**src/rtl/opsum_packer_pkg.sv**
```systemverilog
// rtl/opsum_packer_pkg.sv - shared accelerator constants and types for the output-sum packer
//
// Purpose: holds the lane geometry and layer-type encodings shared across the
// accelerator, plus the packer FSM state type.
package opsum_packer_pkg;

  // Reducer geometry
  localparam int OPS_NUM_LANE = 32;  // reducer output lanes
  localparam int OPS_PSUM_W   = 16;  // partial-sum width per lane
  localparam int OPS_DW_LANE  = 10;  // valid lanes in a depthwise layer

  // Layer-type encodings
  localparam logic POINTWISE = 1'b0;
  localparam logic DEPTHWISE = 1'b1;

  typedef enum logic {
    ST_IDLE  = 1'b0,
    ST_DRAIN = 1'b1
  } opsum_state_t;

endpackage

```
**src/rtl/opsum_packer.sv**
```systemverilog
// rtl/opsum_packer.sv - captures a reducer result vector and streams it out two lanes per word
//
// Purpose: latches NUM_LANE partial sums (optionally ReLU-clamped) on a
// psum_valid/psum_ready handshake, then emits them as {lane[2k+1], lane[2k]}
// words on the opsum stream. Pointwise layers emit NUM_LANE/2 words,
// depthwise layers emit DW_LANE/2 words. A new vector may be captured on the
// same cycle the last word is accepted, giving back-to-back output.
//
// Ports:
//   clk          in   clock, all logic on posedge
//   rst_n        in   synchronous active-low reset
//   layer_type   in   POINTWISE/DEPTHWISE, sampled at capture
//   relu_en      in   clamp negative lanes to 0 at capture
//   psum_valid   in   final_psum holds a valid vector
//   psum_ready   out  vector accepted this cycle
//   final_psum   in   NUM_LANE x PSUM_W two's-complement lanes
//   opsum_valid  out  opsum_data holds a valid word
//   opsum_ready  in   downstream accepts the word
//   opsum_data   out  {lane[2k+1], lane[2k]}
//   opsum_last   out  final word of the vector
module opsum_packer
  import opsum_packer_pkg::*;
#(
  parameter int NUM_LANE = OPS_NUM_LANE,
  parameter int PSUM_W   = OPS_PSUM_W,
  parameter int DW_LANE  = OPS_DW_LANE
) (
  input  logic                             clk,
  input  logic                             rst_n,
  input  logic                             layer_type,
  input  logic                             relu_en,
  input  logic                             psum_valid,
  output logic                             psum_ready,
  input  logic [NUM_LANE-1:0][PSUM_W-1:0]  final_psum,
  output logic                             opsum_valid,
  input  logic                             opsum_ready,
  output logic [2*PSUM_W-1:0]              opsum_data,
  output logic                             opsum_last
);

  localparam int PW_WORDS = NUM_LANE / 2;
  localparam int DW_WORDS = DW_LANE / 2;
  localparam int CNT_W    = (PW_WORDS > 1) ? $clog2(PW_WORDS) : 1;
  localparam int IDX_W    = CNT_W + 1;

  opsum_state_t            state;
  logic [CNT_W-1:0]        cnt;
  logic                    layer_q;
  logic [PSUM_W-1:0]       lane_buf [NUM_LANE];

  logic [CNT_W-1:0]        last_cnt;
  logic                    drain;
  logic                    word_last;
  logic                    capture;
  logic                    take;
  logic [IDX_W-1:0]        idx_lo;
  logic [IDX_W-1:0]        idx_hi;

  assign drain     = (state == ST_DRAIN);
  assign last_cnt  = (layer_q == DEPTHWISE) ? CNT_W'(DW_WORDS - 1) : CNT_W'(PW_WORDS - 1);
  assign word_last = drain && (cnt == last_cnt);
  assign take      = drain && opsum_ready;

  // Ready while idle, or on the cycle the last word leaves so the next vector
  // follows without a bubble. Forced low during reset.
  assign psum_ready = rst_n && (!drain || (word_last && opsum_ready));
  assign capture    = psum_valid && psum_ready;

  assign idx_lo = {cnt, 1'b0};
  assign idx_hi = {cnt, 1'b1};

  assign opsum_valid = drain;
  assign opsum_last  = word_last;
  assign opsum_data  = drain ? {lane_buf[idx_hi], lane_buf[idx_lo]} : '0;

  // The ReLU decision is folded into the buffer contents at capture, so the
  // relu_en setting needs no storage of its own beyond the clamped lanes.
  always_ff @(posedge clk) begin
    if (!rst_n) begin
      state   <= ST_IDLE;
      cnt     <= '0;
      layer_q <= POINTWISE;
      for (int i = 0; i < NUM_LANE; i++) begin
        lane_buf[i] <= '0;
      end
    end else if (capture) begin
      state   <= ST_DRAIN;
      cnt     <= '0;
      layer_q <= layer_type;
      for (int i = 0; i < NUM_LANE; i++) begin
        lane_buf[i] <= (relu_en && final_psum[i][PSUM_W-1]) ? '0 : final_psum[i];
      end
    end else if (take) begin
      if (word_last) begin
        state <= ST_IDLE;
        cnt   <= '0;
      end else begin
        cnt <= cnt + CNT_W'(1);
      end
    end
  end

endmodule

```
**config.mk**
```make
export PLATFORM = sky130hd
export DESIGN_NAME = opsum_packer
export DESIGN_NICKNAME = d
export VERILOG_FILES = /design/src/rtl/opsum_packer_pkg.sv /design/src/rtl/opsum_packer.sv
export SDC_FILE = /design/constraint.sdc
export NUM_CORES = 1
export LEC_CHECK = 0
export ABC_AREA = 1
export BUFFER_PORTS_ARGS = -buffer_cell sky130_fd_sc_hd__buf_2
export CAP_MARGIN = 15
export CORE_MARGIN = 2
export CORE_UTILIZATION = 60
export DETAILED_ROUTE_END_ITERATION = 10
export PLACE_DENSITY = 0.86
export SLEW_MARGIN = 20
export SYNTH_ARGS = -nofsm -noshare
export SYNTH_HDL_FRONTEND = slang
export SYNTH_SLANG_ARGS = --single-unit
```
**constraint.sdc**
```tcl
create_clock -name clk -period 22.7 [get_ports clk]
set_input_delay 2.27 -clock clk [delete_from_list [all_inputs] [get_ports clk]]
set_output_delay 2.27 -clock clk [all_outputs]
set_load 0.05 [all_outputs]
```
## Word-level counts from Yosys, hierarchy flattened

Memories as Yosys holds them, arrays and structs flattened. A register that Yosys moved wholly into a read port is not among the register bits.
Cells that the tools add are included.

| word-level totals | value |
|---|---|
| flip-flop bits (word level) | 6 |
| RAM bits | 512 |
| input bits | 518 |
| logic and storage cells | 160 |
| memories | 1 |

Memories:

| memory | words | width | rd ports | clocked after Yosys merged registers in | write ports | RTL line | RTL |
|---|---|---|---|---|---|---|---|
| lane_buf | 32 | 16 | 2 | 2 | 32 | opsum_packer.sv:49 | `logic [PSUM_W-1:0] lane_buf [NUM_LANE];` |

| operators by class | value |
|---|---|
| $add $sub $neg | 1 |
| equal/unequal tests | 1 |
| mux-type cells | 78 |
| bitwise gates (word level) | 33 |
| reductions and logical operators | 43 |

Operators with widths:

| cell | number |
|---|---|
| 16-bit 2-to-1 mux | 64 |
| 1-bit logical AND | 37 |
| 32-bit 2-to-1 mux | 1 |
| 1-bit bitwise OR | 32 |
| 5-bit 2-to-1 mux | 4 |
| 4-bit 2-to-1 mux | 2 |
| 1-bit 2-to-1 mux | 7 |
| 4-bit by 1-bit adder with 4-bit output, second input constant | 1 |
| 4-bit equality test | 1 |
| 2-bit nonzero test | 2 |
| 2-bit AND reduction | 1 |
| 2-bit OR reduction | 1 |
| 1-bit logical NOT | 1 |
| 1-bit logical OR | 1 |
| 1-bit inverter | 1 |

## Longest topological paths before layout

| depth | value |
|---|---|
| depth after elaboration | 11 |
| depth in mapped cells | 11 |
| depth with buffers taken out | 9 |

## Worst setup path before layout

OpenSTA, ideal clock, no wires.

| timing | value |
|---|---|
| path type | in2reg |
| start | input port opsum_ready |
| end | memory lane_buf[0][0] in the netlist's numbering, enable pin |
| library setup time | 3.660 ns |
| arrival | 11.156 ns |
| data required time | 19.040 ns |
| slack | 7.884 ns |
| stages | 6 |
| path buffers | 1 |
| cells stage by stage | and3_1 nand2_2 nand2_4 buf_12 nand3_1 nand2_1 |

RTL lines:

| item | RTL line | RTL |
|---|---|---|
| start: declaration | opsum_packer.sv:36 | `input logic opsum_ready,` |
| end: declaration | opsum_packer.sv:49 |  |

## Final worst setup path

| timing | value |
|---|---|
| start | input port rst_n |
| end | output port psum_ready |

| on the way | value |
|---|---|
| cells in the longest elaborated chain, start to end | 1 |

Ends and longest elaborated chain:

| item | RTL line | RTL |
|---|---|---|
| start: declaration | opsum_packer.sv:29 | `input logic rst_n,` |
| 1-bit logical AND | opsum_packer.sv:66 | `assign psum_ready = rst_n && (!drain \|\| (word_last && opsum_ready));` |
| end: declaration | opsum_packer.sv:33 | `output logic psum_ready,` |

Every way passes these cells.

==> results.tsv <==
stage	metric	value	unit
outcome	status	complete, no violations	
routing	detailed-route wire length	77900	um
cts	CTS sink count	522	
finish	Layout Cells excl Fill	4164	
logic_synthesis	unique cell type count in the Yosys netlist	25	
critical_path	worst-path fanout max	23	
logic_synthesis	top-area cell type share of the netlist area	0.584	
grt	first-pass GRT wire length	115000	um
routing	DR vias	22100	
placed_design	dpl hpwl	52700	um
routing	Vias/cell	5.30	
finish	area grow syn2layout	17.1	%
cts	Clk Latency, worst-skew pair	0.59	ns
pwr	Power Density	73.6	nW/um^2
logic_synthesis	top post-synthesis cells by area	edfxtp_1 58%, nand2_1 13%, inv_1 8.6%	
timing	crit share post-route	0.300	
logic_synthesis	Yosys Warn Count	0	
finish	fraction of layout cells with a size suffix above 1	0.215	
logic_synthesis	post-synth top area cell	edfxtp_1	
timing	RSZ-0062 raised after global routing	false	
critical_path	slowest CP cell	buf_2	
timing	Worst Skew	0.0126	ns
critical_path	CP startpoint kind	input pin	
logic_synthesis	Syn Nets	3577	
timing	final setup fails	0	
routing	WL per Instance	18.7	um
timing	Hold Fails Final Rpt	0	
critical_path	critical path endpoint category	output port	
routing	Initial DRT Pass Iterations	7	
routing	initial drt markers	3307	
critical_path	Crit path required time	20.43	ns
critical_path	setup slack, reg-to-reg	18.22	ns
timing	Tmin final	6.80	ns
critical_path	cells along the critical path	buf_2, inv_1, a21oi_1, buf_2	
cts	# H-tree levels	2	
floorplan	I/O pin total	553	
grt	largest net degree at the start of global routing	207	
floorplan	Die H	214	um
placed_design	I/O Buffers	552	
logic_synthesis	mean area per synthesized cell	8.61	um^2
critical_path	slowest cell delay on critical path	0.80	ns
grt	initial antenna violation count	17	
timing	Slew headroom	0.245	
job	max_cap viols	0	
timing	setup_tns	0	ns
cts	# hold bufs at CTS	0	
finish	area of the multi-input gates	7690	um^2
floorplan	core outline area	43200	um^2
floorplan	initial core utilization	0.610	
pwr	Lkg Pwr	0.0156	uW
pwr	IR drop worst, VDD	66.8	uV
finish	Filler cells	3211	
cts	CTS buffer count	53	
finish	Register Area	15600	um^2
floorplan	FP Rows	76	
cts	TritonCTS clock tree	built	
timing	Tightest Pin Transition	1.13	ns
worst_hold_path	Hold/Removal Path Class	flip-flop to flip-flop	
routing	Final ANT Viol Nets	0	
finish	Final nets	4050	
critical_path	Top cell by count, worst path	buf_2	
placed_design	Post-Place Cells	4061	
cts	Root Driver	clkbuf_16	
cts	clock slew seen by the registers of the worst setup and hold paths	0.06	ns
routing	DRC	0	
cts	# resized after CTS	0	
critical_path	arrival time worst endpoint	4.53	ns
placed_design	Placer Congestion	0.946	
floorplan	Die Span X	214	um
grt	GRT Total Usage	0.338	
critical_path	Setup CP Type	input pin to output port	
logic_synthesis	area of the mapped netlist	26300	um^2
grt	grt total ovfl	0	
timing	FMAX	147	MHz
timing	final max-slew violation count	0	
floorplan	Die ar.	45600	um^2
logic_synthesis	Cells after Synth	3058	
grt	vias in the first global route	20800	
cts	CTS Buffer Depth	3	
logic_synthesis	post-synthesis register bit count	522	
cts	# Post-CTS Setup Buffers	0	
logic_synthesis	post-synthesis sequential area ratio	0.591	
-- cell usage after synthesis --
| cell | number |
|---|---|
| nand2_4 | 1 |
| nor2_1 | 470 |
| a21boi_0 | 1 |
| xor2_1 | 2 |
| ha_1 | 1 |
| buf_2 | 53 |
| inv_2 | 2 |
| buf_4 | 6 |
| clkbuf_1 | 52 |
| nand2_2 | 1 |
| clkinv_1 | 1 |
| o21ai_0 | 32 |
| and3_1 | 1 |
| inv_1 | 601 |
| dfxtp_1 | 10 |
| a21oi_1 | 48 |
| nand2_1 | 878 |
| nand3_1 | 228 |
| buf_1 | 19 |
| edfxtp_1 | 512 |
| nor2_2 | 100 |
| buf_12 | 2 |
| o211ai_1 | 1 |
| buf_6 | 18 |
| nand4_4 | 18 |
-- routing by layer --
metal	wire length [um]	global-route usage	up-vias
met3	9380	0.0763	269
met2	35000	0.519	1413
li1	-	-	10300
met4	4150	0.170	24
met5	155	0	-
met1	29200	0.456	10100
-- per-stage QoR --
step | hold WS (ns) | utilization | setup slack, ns | power [uW] | cell area, um^2
4_1_cts | 0.495 | 0.714 | 16.01 | 2270 | 30800
5_1_grt | 0.509 | 0.714 | 15.90 | 2340 | 30800
6_report | 0.495 | 0.715 | 15.90 | 2270 | 30800
3_5_place_dp | 0.486 | 0.676 | 16.00 | 1440 | 29200
2_1_floorplan | 0.457 | - | 7.88 | 1360 | 26300
3_3_place_gp | 0.478 | 0.676 | 16.04 | 1430 | 29200
-- cell families after synthesis --
logic type | synth area share
AND/OR/NAND/NOR | 0.275
XOR/XNOR | 0.000665
adder cells (fa/ha/maj) | 0.000475
AO/OA/AOI/OAI | 0.0158
buffers and inverters | 0.117
flip-flops | 0.591
-- worst max-delay path, delay by kind of cell --
family          cells  cell delay (ns)
compound gates      1             0.45
buf+inv             3             1.77
-- path summary, 6_finish.rpt --
check | startpoint | end | cells past startpoint
worst min-delay path | layer_q$_SDFFE_PN0P_ | layer_q$_SDFFE_PN0P_ | 2
worst max register to register | opsum_valid$_SDFFE_PN0P_ | lane_buf[14][10]$_SDFFCE_PP0P_ | 7
worst max-delay path | rst_n | psum_ready | 4
worst min register to register | layer_q$_SDFFE_PN0P_ | layer_q$_SDFFE_PN0P_ | 2
-- area by class of cell --
class / instances / share of cell area
well taps: 585 / 0.0237
multi-input cells: 1782 / 0.249
flip-flops and latches: 522 / 0.505
inverters: 604 / 0.0738
clock inverters: 24 / 0.00657
clock buffers: 72 / 0.0467
repair buffers: 568 / 0.0943
diodes: 7 / 0.000568
-- cell usage in the layout, fill, tap and decap left out, drive strengths merged --
cell type	Yosys	layout
a21boi	1	1
a21oi	48	48
and3	1	1
buf	98	568
bufinv	0	3
clkbuf	52	72
clkinv	1	17
clkinvlp	0	3
dfxtp	10	10
diode	0	7
edfxtp	512	512
ha	1	1
inv	603	605
nand2	880	880
nand3	228	228
nand4	18	18
nor2	570	570
o211ai	1	1
o21ai	32	32
xor2	2	2
-- where the power goes --
group	leakage [uW]	internal, uW	switching (uW)	total, uW
Combinational	0.00940	83.9	186	270
Sequential	0.00544	1140	19.5	1160
Clock	0.000798	478	365	843
Total	0.0156	1700	571	2270
-- flip-flops by register name, indices dropped and copies added, names as in the netlist, named ones only --
register and flops:
cnt 4, lane_buf 512, layer_q 1, opsum_valid 1
Power figures use the tool's default switching activity.
